[src/rtl/wrap_event_logger.sv]
// Timestamps each wrap (0 -> all-ones) of an upstream down counter into a small FIFO.
// Optional illegal-step detection is compiled in with `define WRAP_LOGGER_STEP_CHECK_EN.
module wrap_event_logger #(
    parameter int N     = 3,
    parameter int DEPTH = 4,
    parameter int TS_W  = 16
) (
    input  logic                     i_clock,
    input  logic                     i_reset,
    input  logic [N-1:0]             i_count,
    input  logic                     i_evt_ready,
    output logic                     o_evt_valid,
    output logic [TS_W-1:0]          o_evt_data,
    output logic                     o_wrap_pulse,
    output logic [$clog2(DEPTH):0]   o_fill,
    output logic                     o_overflow,
    output logic                     o_step_err
);

    localparam int AW = $clog2(DEPTH);
    localparam int FW = AW + 1;
    localparam logic [FW-1:0] FULL_LVL = FW'(DEPTH);
    localparam logic [N-1:0]  CNT_MAX  = '1;

    logic [TS_W-1:0] r_ts;
    logic [N-1:0]    r_prev;
    logic            r_prev_vld;
    logic            r_wrap_pulse;
    logic [TS_W-1:0] r_mem [DEPTH];
    logic [AW-1:0]   r_wr_ptr;
    logic [AW-1:0]   r_rd_ptr;
    logic [FW-1:0]   r_fill;
    logic            r_overflow;

    logic w_wrap;
    logic w_full;
    logic w_pop;
    logic w_push;
    logic w_drop;

    assign w_wrap = r_prev_vld && (r_prev == '0) && (i_count == CNT_MAX);
    assign w_full = (r_fill == FULL_LVL);
    assign w_pop  = (r_fill != '0) && i_evt_ready;
    // A pop on the same edge frees the slot, so a full buffer still accepts.
    assign w_push = w_wrap && (!w_full || w_pop);
    assign w_drop = w_wrap && w_full && !w_pop;

    always_ff @(posedge i_clock) begin
        if (!i_reset) begin
            r_ts         <= '0;
            r_prev       <= '0;
            r_prev_vld   <= 1'b0;
            r_wrap_pulse <= 1'b0;
        end else begin
            r_ts         <= r_ts + TS_W'(1);
            r_prev       <= i_count;
            r_prev_vld   <= 1'b1;
            r_wrap_pulse <= w_wrap;
        end
    end

    always_ff @(posedge i_clock) begin
        if (!i_reset) begin
            r_wr_ptr   <= '0;
            r_rd_ptr   <= '0;
            r_fill     <= '0;
            r_overflow <= 1'b0;
        end else begin
            if (w_push) r_wr_ptr <= r_wr_ptr + AW'(1);
            if (w_pop)  r_rd_ptr <= r_rd_ptr + AW'(1);
            case ({w_push, w_pop})
                2'b10:   r_fill <= r_fill + FW'(1);
                2'b01:   r_fill <= r_fill - FW'(1);
                default: r_fill <= r_fill;
            endcase
            if (w_drop) r_overflow <= 1'b1;
        end
    end

    always_ff @(posedge i_clock) begin
        if (i_reset && w_push) r_mem[r_wr_ptr] <= r_ts;
    end

`ifdef WRAP_LOGGER_STEP_CHECK_EN
    logic r_step_err;
    logic w_step_bad;

    // Legal moves: hold, decrement by one, or the 0 -> all-ones wrap.
    assign w_step_bad = r_prev_vld && (i_count != r_prev)
                        && (i_count != (r_prev - N'(1))) && !w_wrap;

    always_ff @(posedge i_clock) begin
        if (!i_reset)        r_step_err <= 1'b0;
        else if (w_step_bad) r_step_err <= 1'b1;
    end

    assign o_step_err = r_step_err;
`else
    assign o_step_err = 1'b0;
`endif

    assign o_evt_valid  = (r_fill != '0);
    assign o_evt_data   = r_mem[r_rd_ptr];
    assign o_wrap_pulse = r_wrap_pulse;
    assign o_fill       = r_fill;
    assign o_overflow   = r_overflow;

endmodule

[config.mk]
export PLATFORM = sky130hd
export DESIGN_NAME = wrap_event_logger
export DESIGN_NICKNAME = d
export VERILOG_FILES = /design/src/rtl/wrap_event_logger.sv
export SDC_FILE = /design/constraint.sdc
export NUM_CORES = 1
export LEC_CHECK = 0
export CORE_MARGIN = 3
export CORE_UTILIZATION = 57
export DETAILED_ROUTE_END_ITERATION = 16
export GPL_ROUTABILITY_DRIVEN = 0
export PLACE_DENSITY = 0.83
export RECOVER_POWER = 100
export SETUP_SLACK_MARGIN = 0.4
export SLEW_MARGIN = 20
export SYNTH_ARGS = -nofsm -noshare
export SYNTH_HDL_FRONTEND = slang
export SYNTH_SLANG_ARGS = --single-unit
[constraint.sdc]
create_clock -name i_clock -period 2.7 [get_ports i_clock]
set_input_delay 0.27 -clock i_clock [delete_from_list [all_inputs] [get_ports i_clock]]
set_output_delay 0.27 -clock i_clock [all_outputs]
set_load 0.1 [all_outputs]
==> summary.md <==
| Metric | Value |
|---|---|
| Status | complete, no violations |
| Crit path buf inv count | 0 |
| Syn nets | approximately 250 |
| Gr busiest metal | met2 |
| Top cells by area, synth | edfxtp_1 51%, dfxtp_1 17%, mux4_2 9.7%, and2_1 3.7%, xnor2_1 1.9% |
| Num CTS Buffers | 9 |
| Post-synthesis mux area share | 0.1072 |
| Adder-Cell Fraction of Synth Area | 0.02212 |
| CTS Hold Bufs | 0 |
| Share of post-route cells with drive strength above 1 | 0.2096 |
| Crit Path Category | reg -> reg |
| Max Freq | 434.4 MHz |
| HP Start | o_overflow$_SDFFE_PN0P_ |
| Synth Area in Compound Gates | 0.03720 |
| Setup violators final | 0 |
| Largest net degree at the start of global routing | 36 |
| Required time worst endpoint | 2.67 ns |
| Avg Cell Area, Syn | about 16 um2 |
| Die Span X | approximately 87 um |
| Syn. warnings | 0 |
| Worst-skew pair later-pin latency | ~0.34 ns |
| H-tree Lvls | 3 |
| DRC errors left | 0 |
| Fill count | between 300 and 400 |
| Reg2reg path depth | 4 |
| Row cnt | 28 |
| Post-synth top area cell | edfxtp_1 |
| Non-filler cells, final | 347 |
| Min-Delay Path Class | reg -> reg |
| # diodes | 0 |
| Yosys top cell area share | 0.5147 |
| Met2 Use GR | 0.2719 |
| Clock slew at reported path FFs | ~0.080 ns |
| Fin. max-slew vios | 0 |
| R2R Setup Slk | 0.40 ns |
| Placed cells | 330 |
| Hold slack | approximately 0.48 ns |
| Clock Sinks | 95 |
| Fin. Hold Viols | 0 |
| Commonest cells after routing, fill and taps aside | 64 x edfxtp_1, 28 x dfxtp_1, 16 x mux4_2, 16 x clkbuf_2, 11 x and2_0 |
| Xor and xnor area share after synthesis | 0.02815 |
| Max cap viols | 0 |
| Initial antenna violation count | 0 |
| Worst setup SP type | register |
| CP Max Fanout | 16 |
| Critical Path AT | around 2.3 ns |
| Wirelength per Cell | between 15 and 20 um |
| Synth unique cells | 44 |
| Hold path cells | 1 |
| Setup TNS | 0 ns |
| Vias in the first global route | 1924 |
| Ports | 29 |
| Critical Path, Cell by Cell | or3_1, nor2_1, and3_1, and2_1 |
| WL final | 5.891 mm |
| Gate Count Post-Synth | 233 |
| Final min period | roughly 2.3 ns |
| Crit-path slowest cell | and2_1 |
| Commonest non-fill, non-tap cell in the layout | edfxtp_1 |
| Delay-heaviest family, CP | simple AND/OR/NAND/NOR gates |
| Die Ht | 86.93 um |
| Crit. End Element | register |
| Drt initial violations | 149 |
| GRT met3 Usage | 0.03690 |
| Worst Clk Skew | 0.006062 ns |
| Levels on crit path | 4 |
| Max incr delay on CP | 0.70 ns |
| R2R Path Start | r_prev[1]$_SDFF_PN0_ |
| CTS tree | yes |
| Worst Tran Pin Value | 1.155 ns |
| Seq/Total Area, Yosys | 0.6810 |
| Area grow syn2layout | 12.73% |
| Hold EP | o_overflow$_SDFFE_PN0P_ |
| Met1 Usage GRT | 0.2399 |
| Synth Area in Simple Gates | 0.1056 |
| First-pass GRT wire length | around 10 mm |
| Post-synthesis register bit count | 95 |
| Die area | 7557 um2 |
| Gr ovfl total | 0 |
| Power per cell area | between 600 and 700 nW/um2 |
| Period utilisation layout | 0.8526 |
| Core area | about 6100 um2 |
| Clk buf depth | 2 |
| Clock root cell | clkbuf_8 |
| Port-buffer cells | 27 |
| Initial Util | 0.6090 |
| Largest family of logic cells by synthesized area | multiplexers |
| Slew HR | 0.2303 |
| Hpwl dp | between 3 and 4 mm |
| Syn Std Cell Area | 3734 um2 |
| Via count | 1989 |
| Via density per instance | 5.732 |
| Initial DRT Pass Iterations | 4 |
| Peak supply drop | 407.6 uV |
| RSZ-0062 raised after global routing | false |
| Nets@finish | 279 |
| Leak | ~1.4 nW |
| Reg2reg end | r_mem[1][13]$_DFFE_PP_ |
| GRT Util Overall | 0.1760 |
| Post-DRT Antenna Nets | 0 |
## through the flow
stage	total power [mW]	util	worst slack [ns]	area (um2)
floorplan	1.852	-	0.4315	3747
global placement	1.957	0.6914	0.1433	4239
detailed placement	1.960	0.6914	0.08793	4239
CTS	3.010	0.7298	0.4533	4474
global route	3.034	0.6865	0.2322	4209
finish	2.920	0.6865	0.3979	4209
## power breakdown
group / switching, mW / internal, mW
combinational: 0.221 / 0.0724
clock: 0.447 / 0.614
sequential: 0.0152 / 1.55
## worst reg2reg max path: cells and delay by family, from the launching register on
kind,cells,cell delay [ns]
flip-flops,1,0.30
AND/OR/NAND/NOR,4,1.64
## cells in the mapped netlist
library cell,count
nand2_1,8
or3_4,1
buf_6,1
o31ai_1,2
nand3b_1,1
and2_1,22
o41ai_1,1
nor3b_1,1
and4_1,1
fa_1,1
nand3_1,7
nor2_1,2
nor2b_1,2
a21boi_0,2
ha_1,5
or4_1,1
nor4_1,2
or4_4,1
nand2b_1,3
o211a_1,1
a32o_1,1
or3_1,2
o211ai_1,2
buf_4,1
inv_1,5
buf_2,2
a21boi_1,1
edfxtp_1,64
xnor2_1,8
o21a_1,2
o31a_1,1
and3_1,2
mux4_2,16
nand4_1,5
nor3_1,4
mux2i_1,4
or4b_2,1
dfxtp_1,31
xor2_1,4
o21ai_0,4
o311ai_0,1
clkbuf_1,5
conb_1,1
a21oi_1,1
## per-layer routing
metal  up-vias  share of wire
met5         -              0
met4         0          0.019
met3        12          0.061
met2        69           0.48
met1       952           0.44
li1        956              -
## final cells by class
| class | count | area [um2] | share of cell area |
|---|---|---|---|
| clock inverter | 6 | 107.6 | 0.02556 |
| timing repair buffer | 32 | 182.7 | 0.04340 |
| inverter | 5 | 18.77 | 0.004459 |
| tap | 75 | 93.84 | 0.02229 |
| clock buffer | 10 | 127.6 | 0.03032 |
| multi-input combinational | 124 | 1125 | 0.2672 |
| sequential | 95 | 2554 | 0.6067 |
## worst max path at each step
stage / from / endpoint
6_report: r_prev[1]$_SDFF_PN0_ / r_mem[1][13]$_DFFE_PP_
5_1_grt: r_prev[1]$_SDFF_PN0_ / r_mem[1][13]$_DFFE_PP_
4_1_cts: r_prev[1]$_SDFF_PN0_ / r_mem[0][7]$_DFFE_PP_
3_5_place_dp: i_evt_ready / o_fill[2]$_SDFFE_PN0P_
3_3_place_gp: i_evt_ready / o_fill[2]$_SDFFE_PN0P_
2_1_floorplan: o_fill[1]$_SDFFE_PN0P_ / o_fill[2]$_SDFFE_PN0P_
## kinds of logic (layout without fill, tap and decap cells)
family / Yosys count / in the layout
flip-flops: 95 / 95
AND/OR/NAND/NOR: 66 / 66
multiplexers: 20 / 20
AO/OA/AOI/OAI: 19 / 19
buffers and inverters: 14 / 53
XOR/XNOR: 12 / 12
adder cells (fa/ha/maj): 6 / 6
other: 1 / 1
## flip-flops by register name (all words and copies together), names as in the netlist, 2 cells and up, named ones only
| register | flops |
|---|---|
| r_wr_ptr | 2 |
| r_prev | 3 |
| r_rd_ptr | 2 |
| o_fill | 3 |
| r_ts | 16 |
| r_mem | 64 |
## timing repair
item,CTS,global route
buffers inserted,0,1
setup endpoints to repair,0,65
endpoints found under the hold margin,0,0
gates resized for setup,0,4
Power figures use the tool's default switching activity.
